==> config.mk <==
export PLATFORM = sky130hd
export DESIGN_NAME = fetch_redirect_ctrl
export DESIGN_NICKNAME = d
export VERILOG_FILES = /design/src/rtl/fetch_redirect_ctrl.sv
export SDC_FILE = /design/constraint.sdc
export NUM_CORES = 1
export LEC_CHECK = 0
export BUFFER_PORTS_ARGS = -buffer_cell sky130_fd_sc_hd__buf_4
export CAP_MARGIN = 15
export CORE_ASPECT_RATIO = 1.25
export CORE_MARGIN = 1
export CORE_UTILIZATION = 45
export CTS_CLUSTER_SIZE = 12
export DETAILED_ROUTE_END_ITERATION = 12
export HOLD_SLACK_MARGIN = 0.15
export PLACE_DENSITY = 0.86
export SYNTH_ARGS = -nofsm -noshare
export SYNTH_HDL_FRONTEND = slang
export SYNTH_SLANG_ARGS = --single-unit
==> constraint.sdc <==
create_clock -name clk -period 3.25 [get_ports clk]
set_input_delay 0.325 -clock clk [delete_from_list [all_inputs] [get_ports clk]]
set_output_delay 0.325 -clock clk [all_outputs]
set_load 0.005 [all_outputs]
==> src/rtl/fetch_redirect_ctrl.sv <==
`default_nettype none
// ============================================================================
//  Module   : fetch_redirect_ctrl
//  Brief    : Prioritises exception / mispredict / predictor redirects onto the
//             fetch load-PC port, holding a request across fetch stalls, and
//             drives the flush pulse train, epoch bit and redirect counter.
//  Revision : 1.0  initial release
// ============================================================================
module fetch_redirect_ctrl #(
    parameter int ADDR_WIDTH   = 26,
    parameter int FLUSH_CYCLES = 2,
    parameter int CNT_WIDTH    = 16
) (
    input  logic                  clk,
    input  logic                  rst,
    input  logic                  stall_i,
    input  logic                  exc_valid_i,
    input  logic [ADDR_WIDTH-1:0] exc_pc_i,
    input  logic                  mis_valid_i,
    input  logic [ADDR_WIDTH-1:0] mis_pc_i,
    input  logic                  pred_valid_i,
    input  logic [ADDR_WIDTH-1:0] pred_pc_i,
    output logic                  load_we_o,
    output logic [ADDR_WIDTH-1:0] load_pc_o,
    output logic                  flush_o,
    output logic                  epoch_o,
    output logic                  busy_o,
    output logic [CNT_WIDTH-1:0]  redirect_cnt_o
);

    localparam int FW = $clog2(FLUSH_CYCLES + 1);

    localparam logic [0:0] c_IDLE = 1'b0;
    localparam logic [0:0] c_HOLD = 1'b1;

    localparam logic [1:0] c_CLS_PRED = 2'd0;
    localparam logic [1:0] c_CLS_MIS  = 2'd1;
    localparam logic [1:0] c_CLS_EXC  = 2'd2;

    localparam logic [ADDR_WIDTH-1:0] c_ALIGN_MASK = ~(ADDR_WIDTH'(3));
    localparam logic [FW-1:0]         c_FLUSH_LOAD = FW'(FLUSH_CYCLES);
    localparam logic [CNT_WIDTH-1:0]  c_CNT_MAX    = {CNT_WIDTH{1'b1}};

    logic [0:0]            r_state;
    logic [0:0]            w_state_nxt;
    logic [ADDR_WIDTH-1:0] r_pend_pc;
    logic [1:0]            r_pend_cls;
    logic [FW-1:0]         r_flush_cnt;
    logic                  r_epoch;
    logic [CNT_WIDTH-1:0]  r_cnt;

    logic                  w_new_valid;
    logic [1:0]            w_new_cls;
    logic [ADDR_WIDTH-1:0] w_new_pc;
    logic                  w_win_valid;
    logic [1:0]            w_win_cls;
    logic [ADDR_WIDTH-1:0] w_win_pc;
    logic [ADDR_WIDTH-1:0] w_tgt_pc;
    logic                  w_issue;
    logic                  w_hold;
    logic                  w_flush_issue;

    // Highest-class fresh request this cycle
    always_comb begin
        w_new_valid = 1'b0;
        w_new_cls   = c_CLS_PRED;
        w_new_pc    = '0;
        if (exc_valid_i) begin
            w_new_valid = 1'b1;
            w_new_cls   = c_CLS_EXC;
            w_new_pc    = exc_pc_i;
        end else if (mis_valid_i) begin
            w_new_valid = 1'b1;
            w_new_cls   = c_CLS_MIS;
            w_new_pc    = mis_pc_i;
        end else if (pred_valid_i) begin
            w_new_valid = 1'b1;
            w_new_cls   = c_CLS_PRED;
            w_new_pc    = pred_pc_i;
        end
    end

    // A held request keeps its slot unless something strictly more urgent shows up
    always_comb begin
        w_win_valid = (r_state == c_HOLD) || w_new_valid;
        w_win_cls   = w_new_cls;
        w_win_pc    = w_new_pc;
        if ((r_state == c_HOLD) && (!w_new_valid || (r_pend_cls >= w_new_cls))) begin
            w_win_cls = r_pend_cls;
            w_win_pc  = r_pend_pc;
        end
    end

    assign w_tgt_pc      = w_win_pc & c_ALIGN_MASK;
    assign w_issue       = w_win_valid && !stall_i;
    assign w_hold        = w_win_valid && stall_i;
    assign w_flush_issue = w_issue && (w_win_cls != c_CLS_PRED);

    always_ff @(posedge clk or posedge rst) begin
        if (rst) begin
            r_state <= c_IDLE;
        end else begin
            r_state <= w_state_nxt;
        end
    end

    always_comb begin
        w_state_nxt = r_state;
        case (r_state)
            c_IDLE: if (w_hold)   w_state_nxt = c_HOLD;
            c_HOLD: if (!stall_i) w_state_nxt = c_IDLE;
            default:              w_state_nxt = c_IDLE;
        endcase
    end

    always_comb begin
        load_we_o      = w_issue;
        load_pc_o      = w_issue ? w_tgt_pc : '0;
        busy_o         = (r_state == c_HOLD);
        flush_o        = (r_flush_cnt != '0);
        epoch_o        = r_epoch;
        redirect_cnt_o = r_cnt;
    end

    always_ff @(posedge clk or posedge rst) begin
        if (rst) begin
            r_pend_pc  <= '0;
            r_pend_cls <= c_CLS_PRED;
        end else if (w_hold) begin
            r_pend_pc  <= w_tgt_pc;
            r_pend_cls <= w_win_cls;
        end else if (w_issue) begin
            r_pend_pc  <= '0;
            r_pend_cls <= c_CLS_PRED;
        end
    end

    // Flush window runs on every clock, stalled or not; a new squash restarts it
    always_ff @(posedge clk or posedge rst) begin
        if (rst) begin
            r_flush_cnt <= '0;
            r_epoch     <= 1'b0;
        end else if (w_flush_issue) begin
            r_flush_cnt <= c_FLUSH_LOAD;
            r_epoch     <= ~r_epoch;
        end else if (r_flush_cnt != '0) begin
            r_flush_cnt <= r_flush_cnt - FW'(1);
        end
    end

    always_ff @(posedge clk or posedge rst) begin
        if (rst) begin
            r_cnt <= '0;
        end else if (w_issue && (r_cnt != c_CNT_MAX)) begin
            r_cnt <= r_cnt + CNT_WIDTH'(1);
        end
    end

endmodule
`default_nettype wire

After elaboration in Yosys (flattened, before gate mapping). Cells that the tools add are included.

Bits in registers: 48. Latch bits: 0. Bits in writable memories: 0. Bits in read-only memories: 0. Input port bits: 84. Output and inout bits: 46. Word-level logic and storage cells: 45. Memories kept: 0.

Add/subtract/negate cells: 2. $mul: 0. Div/mod/pow operators: 0. Magnitude comparators: 1. Eq/ne operators: 1. Shift-type cells: 0. Multiplexer cells: 20. Bitwise gates (word level): 2. Reductions and logical operators: 13.

Operators by type and width (count): $mux 26 (7); $add 16x1->16 const B (1); $ne 16x16->1 const B (1); $mux 2 (6); $reduce_bool 2->1 (4); $mux 1 (6); $logic_and 1x1->1 (5); $ge 2x2->1 (1); $logic_not 1->1 (2); $logic_or 1x1->1 (2); $not 1->1 (2); $pmux 1 s2 (1); $sub 2x1->2 const B (1).

Longest topological paths before layout. Gate-level depths: netlist of run 1.

Depth in word-level cells: 10. Gate-level depth with buffers: 11. Mapped depth without buffers: 7.

Worst setup path before layout of run 1. No wires, ideal clock.

Kind: input to output. From: input port mis_valid_i. To: output port load_pc_o[5]. Arrival: 2.280 ns. Data required time: 2.925 ns. Setup slack: 0.645 ns. Stages on the path: 10. Buffers on the path: 3. Cells stage by stage: buf_2 -> buf_1 -> nor2b_1 -> ha_1 -> nand2b_1 -> a21oi_2 -> a21o_1 -> clkbuf_1 -> nand2_1 -> a21oi_1.

Longest elaborated chain between the ends: 7. Elaborated cells between the ends (all ways): 14. Classes of those cells: order compare (1); mux (8); reduce/logical (5).

Ends and longest elaborated chain: start, declared (RTL line 19) `input logic mis_valid_i,`; $mux 1 (RTL line 72) `end else if (mis_valid_i) begin`; $mux 2 or $mux 1 (tied branches) (RTL line 68) `if (exc_valid_i) begin`; $ge 2x2->1 or $logic_not 1->1 (tied branches) (RTL line 88) `if ((r_state == c_HOLD) && (!w_new_valid || (r_pend_cls >= w_new_cls))) begin`; $logic_or 1x1->1 (RTL line 88); $logic_and 1x1->1 (RTL line 88); $mux 26 (RTL line 88); $mux 26 (*) (RTL line 118) `load_pc_o = w_issue ? w_tgt_pc : '0;`; end, declared (RTL line 24) `output logic [ADDR_WIDTH-1:0] load_pc_o,`.

Mark *: on every way between the ends. The rest lies on a longest branch, timed or not.

Worst setup path after layout of run 1.
From: input port mis_valid_i. To: output port load_pc_o[3].

Same word-level chain as after synthesis.

==> impl_metrics.env, run 1 <==
export IMPL_antenna_found_initial=0
export IMPL_drt_wl_total_um=8097
export IMPL_wl_met1_um=3198
export IMPL_syn_inst=337
export IMPL_place_gp_congestion=0.7573
export IMPL_clk_latency_ns=0.30
export IMPL_synth_edf_count=0
export IMPL_required_ns=2.92
export IMPL_post_cts_buffers=0
export IMPL_synthArstFlopShare=1.000
export IMPL_pre_cts_ws_ns=0.3163
export IMPL_ys_warn_count=0
export IMPL_hold_path_class="input pin to async pin"
export IMPL_period_share=0.8910
export IMPL_ir_drop_uv=413.2
export IMPL_r2r_start="r_pend_cls[0]"
export IMPL_synth_seq_cells=46
export IMPL_clock_skew_ns=0.007761
export IMPL_hold_slack_ns=0.2488
export IMPL_drv_cap=0
export IMPL_tritoncts="yes"
export IMPL_routed_via_density=5.488
export IMPL_wl_met3_um=677
export IMPL_hold_buffers=0
export IMPL_synth_cell_type_count=44
export IMPL_worst_pin_slew_ns=1.146
export IMPL_relSlewSlack=0.2361
export IMPL_startpoint_type="input pin"
export IMPL_finalSetupViolations=0
export IMPL_drive_gt1_frac=0.3341
export IMPL_drc=0
export IMPL_fmax_mhz=345.3
export IMPL_clockRootBuffer="clkbuf_8"
export IMPL_grt_total_usage=0.2498
export IMPL_path_max_fanout=31
export IMPL_dieWidth_um=73.14
export IMPL_cts_sinks=46
export IMPL_fin_crit_ns=2.896
export IMPL_ys_seq_area_frac=0.4044
export IMPL_initial_utilization=0.4647
export IMPL_reg2reg_setup_slack_ns=0.81
export IMPL_reg2reg_to="r_pend_pc[19]"
export IMPL_fill_cells=536
export IMPL_drtAntennaViolNets=0
export IMPL_synthTopCellsByCount="nand2_1 (76), dfrtp_1 (46), a21oi_1 (30)"
export IMPL_hold_violations=0
export IMPL_wl_met2_um=4130
export IMPL_io_pins=130
export IMPL_die_y_um=90.92
export IMPL_hpwlAfterDp_um=5671
export IMPL_power_density_mw_per_mm2=446.3
export IMPL_cp_end_kind="output pin"
export IMPL_core_area_mm2=0.006126
export IMPL_path_class="input pin to output pin"
export IMPL_rr_worst_depth=7
export IMPL_status="complete, no violations"
export IMPL_htree_levels=2
export IMPL_die_area_mm2=0.006649
export IMPL_vias=2914
export IMPL_yosysTopAreaCellShare=0.4044
export IMPL_grt_pass1_wl_um=13220
export IMPL_yosysMostFrequentCell="nand2_1"
export IMPL_cp_arrival_ns=2.57
export IMPL_cts_resized=0
export IMPL_routedWlPerCell_um=15.25
export IMPL_drtIter0Drc=163
export IMPL_p_leak_uw=0.001878
export IMPL_nNetsFinal=533
export IMPL_setup_tns_final_ns=0
export IMPL_drv_slew=0
export IMPL_cts_buffer_depth=2
export IMPL_num_rows=32
export IMPL_post_synth_cell_area_avg_um2=8.447
export IMPL_cts_buffers=5
export IMPL_p_total_uw=1725
export IMPL_grt_overflow=0
export IMPL_cts_clk_slew_worst_paths_ns=0.08
export IMPL_ys_top_cells_by_area="dfrtp_1 (40%), nand2_1 (10%), a22o_1 (8.0%)"
export IMPL_antenna_cells=0
export IMPL_fin_util=0.6311
export IMPL_port_buffers=121
export IMPL_synthFlopType="dfrtp_1"
export IMPL_syn2layout_area_growth_pct=35.82
export IMPL_rsz0062_at_grt="no"
export IMPL_routed_top_layer="met4"
export IMPL_syn_cell_area_mm2=0.002846
export IMPL_grt_pass1_vias=2882
export IMPL_layout_setup_ws_ns=0.3543
export IMPL_drtPass1Iterations=4
export IMPL_grt_max_degree=47
export IMPL_synth_largest_area_cell="dfrtp_1"
per-stage QoR:
stage	std cells	cell area (µm²)
after detailed placement	523	3775
after global placement	523	3775
after CTS	531	3866
after floorplan	338	2850
after global routing	531	3866
final	531	3866
flip-flops by register name, summed over array words and instances, names as in the netlist:
| name | cells |
|---|---|
| redirect_cnt_o | 16 |
| busy_o | 1 |
| r_pend_cls | 2 |
| r_pend_pc | 24 |
| epoch_o | 1 |
| r_flush_cnt | 2 |
cell usage in the layout, fill, tap and decap left out, types with 4 or more instances in the layout:
cell      count
buf_4       126
nand2_1      76
dfrtp_1      46
a21oi_1      30
o21ai_0      26
a22o_1       26
a22oi_1      24
xnor2_1       9
inv_1         9
nand3_1       7
nor2_1        6
xor2_1        6
clkbuf_8      6
nand4_1       4
ha_1          4
metal layers:
layer,track usage,vias to the layer above
met4,0.06863,0
met5,0,-
met3,0.06585,9
met1,0.2996,1382
li1,-,1408
met2,0.4321,115
where the power goes:
| group | switching, µW | total, µW | internal [µW] |
|---|---|---|---|
| clock | 194 | 366 | 172 |
| sequential | 103 | 772 | 668 |
| combinational | 270 | 587 | 317 |
how the worst max path moves through the flow:
stage / start / endpoint / slack (ns) / depth (start not counted)
after floorplan: mis_valid_i / load_pc_o[5] / 0.65 / 10
after global placement: mis_valid_i / load_pc_o[24] / 0.43 / 9
after detailed placement: mis_valid_i / load_pc_o[3] / 0.32 / 9
after CTS: mis_valid_i / load_pc_o[3] / 0.33 / 9
after global routing: mis_valid_i / load_pc_o[24] / 0.1 / 9
final: mis_valid_i / load_pc_o[3] / 0.35 / 9
area by class of cell:
class | count | area (µm²) | share of cell area
multi-input cells | 256 | 1534 | 0.3968
flip-flops and latches | 46 | 1151 | 0.2977
repair buffers | 126 | 945.9 | 0.2447
well taps | 85 | 106.4 | 0.02751
clock buffers | 7 | 86.33 | 0.02233
inverters | 10 | 37.54 | 0.009709
clock inverters | 1 | 5.005 | 0.001294
logic make-up (layout without fill, tap and decap cells):
kind of cell,count (synthesis),after routing,synth area share
adders and majority gates,4,4,0.01758
other,1,2,0.001317
buffers and inverters,36,144,0.05890
and+or+nand+nor,116,116,0.1877
muxes,2,2,0.007472
xor gates and xnor gates,15,15,0.04616
DFF,46,46,0.4044
AOI/OAI and AO/OA,117,117,0.2765
worst max-delay path, cell delays in order:
cell and delay [ns]:
buf_4 0.31, nor2b_1 0.25, ha_1 0.15, nand2b_1 0.11
a21oi_2 0.10, a21oi_2 0.84, nand2_1 0.14, a21oi_1 0.18
buf_4 0.14
Note: power is estimated with default switching activity, not from simulation.
==> run 2: changes to the inputs <==
Settings changed: CORE_MARGIN 1 to unset, RECOVER_POWER set to 25, SKIP_LAST_GASP set to 1.
==> impl_metrics.env, run 2 (synthesis gave the netlist of run 1 again) <==
export IMPL_cts_clk_slew_worst_paths_ns=0.08
export IMPL_power_density_mw_per_mm2=446.4
export IMPL_final_common_cell="buf_4"
export IMPL_rsz0062_at_grt="no"
export IMPL_grt_pass1_wl_um=13220
export IMPL_drv_cap=1
export IMPL_num_rows=32
export IMPL_die_y_um=90.92
export IMPL_period_share=0.8901
export IMPL_relSlewSlack=-0.1560
export IMPL_largest_reg_flops=24
export IMPL_hold_buffers=0
export IMPL_grt_pass1_vias=2882
export IMPL_port_buffers=121
export IMPL_regMostFlops="r_pend_pc"
export IMPL_nNetsFinal=533
export IMPL_hold_slack_ns=0.3171
export IMPL_drv_slew=47
export IMPL_startpoint_type="input pin"
export IMPL_post_cts_buffers=0
export IMPL_drc=0
export IMPL_hold_violations=0
export IMPL_fin_crit_ns=2.893
export IMPL_fmax_mhz=345.7
export IMPL_grt_total_usage=0.2498
export IMPL_p_leak_uw=0.001878
export IMPL_worst_pin_slew_ns=1.732
export IMPL_required_ns=2.92
export IMPL_cp_cell_sequence="buf_4, nor2b_1, ha_1, nand2b_1, a21oi_2, a21oi_2, nand2_1, a21oi_1, buf_4"
export IMPL_cp_arrival_ns=2.57
export IMPL_path_max_fanout=31
export IMPL_routed_via_density=5.508
export IMPL_ir_drop_uv=413.2
export IMPL_antenna_found_initial=0
export IMPL_syn2layout_area_growth_pct=35.82
export IMPL_reg2reg_setup_slack_ns=0.81
export IMPL_path_class="input pin to output pin"
export IMPL_cp_slowest_stage_delay_ns=0.83
export IMPL_io_pins=130
export IMPL_dieWidth_um=73.14
export IMPL_cts_resized=0
export IMPL_worst_path_buf_inv=2
export IMPL_grt_max_degree=47
export IMPL_cp_end_kind="output pin"
export IMPL_cpLargestDelayFamily="compound AO/OA/AOI/OAI gates"
export IMPL_antenna_cells=0
export IMPL_violations="capacitance limit, slew limit"
export IMPL_clk_latency_ns=0.30
export IMPL_drtPass1Iterations=4
export IMPL_rr_worst_depth=7
export IMPL_hpwlAfterDp_um=5671
export IMPL_die_area_mm2=0.006649
export IMPL_tritoncts="yes"
export IMPL_cp_slowest_cell="a21oi_2"
export IMPL_drt_wl_total_um=8093
export IMPL_hold_path_class="input pin to register"
export IMPL_cts_sinks=46
export IMPL_vias=2925
export IMPL_core_area_mm2=0.006126
export IMPL_drive_gt1_frac=0.3318
export IMPL_clockRootBuffer="clkbuf_8"
export IMPL_htree_levels=2
export IMPL_holdPathStages=2
export IMPL_finalSetupViolations=0
export IMPL_clock_skew_ns=0.007676
export IMPL_final_cell_mix="buf_4 (125), nand2_1 (76), dfrtp_1 (46)"
export IMPL_cts_buffer_depth=2
export IMPL_drtAntennaViolNets=0
export IMPL_grt_overflow=0
export IMPL_cp_depth=9
export IMPL_cts_buffers=5
export IMPL_setup_tns_final_ns=0
export IMPL_place_gp_congestion=0.7573
export IMPL_initial_utilization=0.4647
export IMPL_status="complete, but fails checks"
export IMPL_drtIter0Drc=163
export IMPL_routedWlPerCell_um=15.24
run 2: changes by cell type in the layout (fill, tap and decap cells not counted), sizes merged:
| cell | change |
|---|---|
| buf | -1 |
| clkbuf | +1 |
run 2: per-stage QoR:
stage               utilization  std cells  power, µW  area (µm²)  setup WS (ns)
CTS                      0.6311        531       1734        3866         0.3293
global placement         0.6162        523       1344        3775         0.4350
finish                   0.6311        531       1726        3866         0.3572
detailed placement       0.6162        523       1372        3775         0.3163
floorplan                     -        338       1091        2850         0.6452
global route             0.6311        531       1835        3866        0.09581
run 2: final timing paths:
kind	start	end
worst min register to register	epoch_o	epoch_o
worst min-delay path	stall_i	r_pend_cls[1]
worst max-delay path	mis_valid_i	load_pc_o[3]
worst max register to register	r_pend_cls[0]	r_pend_pc[19]
min in group asynchronous	rst	redirect_cnt_o[12]
max in group asynchronous	rst	r_pend_pc[20]
run 2: area by class of cell:
type | count | area (µm²)
Fill cell | 536 | 2260
Multi-Input combinational cell | 256 | 1534
Sequential cell | 46 | 1151
Timing Repair Buffer | 126 | 945.9
Tap cell | 85 | 106.4
Clock buffer | 7 | 86.33
Inverter | 10 | 37.54
Clock inverter | 1 | 5.005
run 2: metal layers:
metal	part of all wire	routed length (µm)	global-route usage	vias up
met3	0.085	690	0.06585	11
met1	0.39	3165	0.2996	1391
met4	0.014	110	0.06863	0
met5	0	0	0	-
met2	0.51	4127	0.4321	115
li1	-	-	-	1408
run 2: power by group:
group	total (µW)	switching (µW)	leakage [µW]	internal [µW]
sequential	772	103	0.000596	668
clock	367	194	0.0000482	172
combinational	588	271	0.00123	317
run 2: worst register-to-register path, cell delays in order, from the launching register on:
cell      delay (ns)
dfrtp_1         0.39
inv_1           0.07
ha_1            0.27
nand2b_1        0.11
a21oi_2         0.10
nand2b_1        0.26
a21oi_2         0.89
a22o_1          0.28
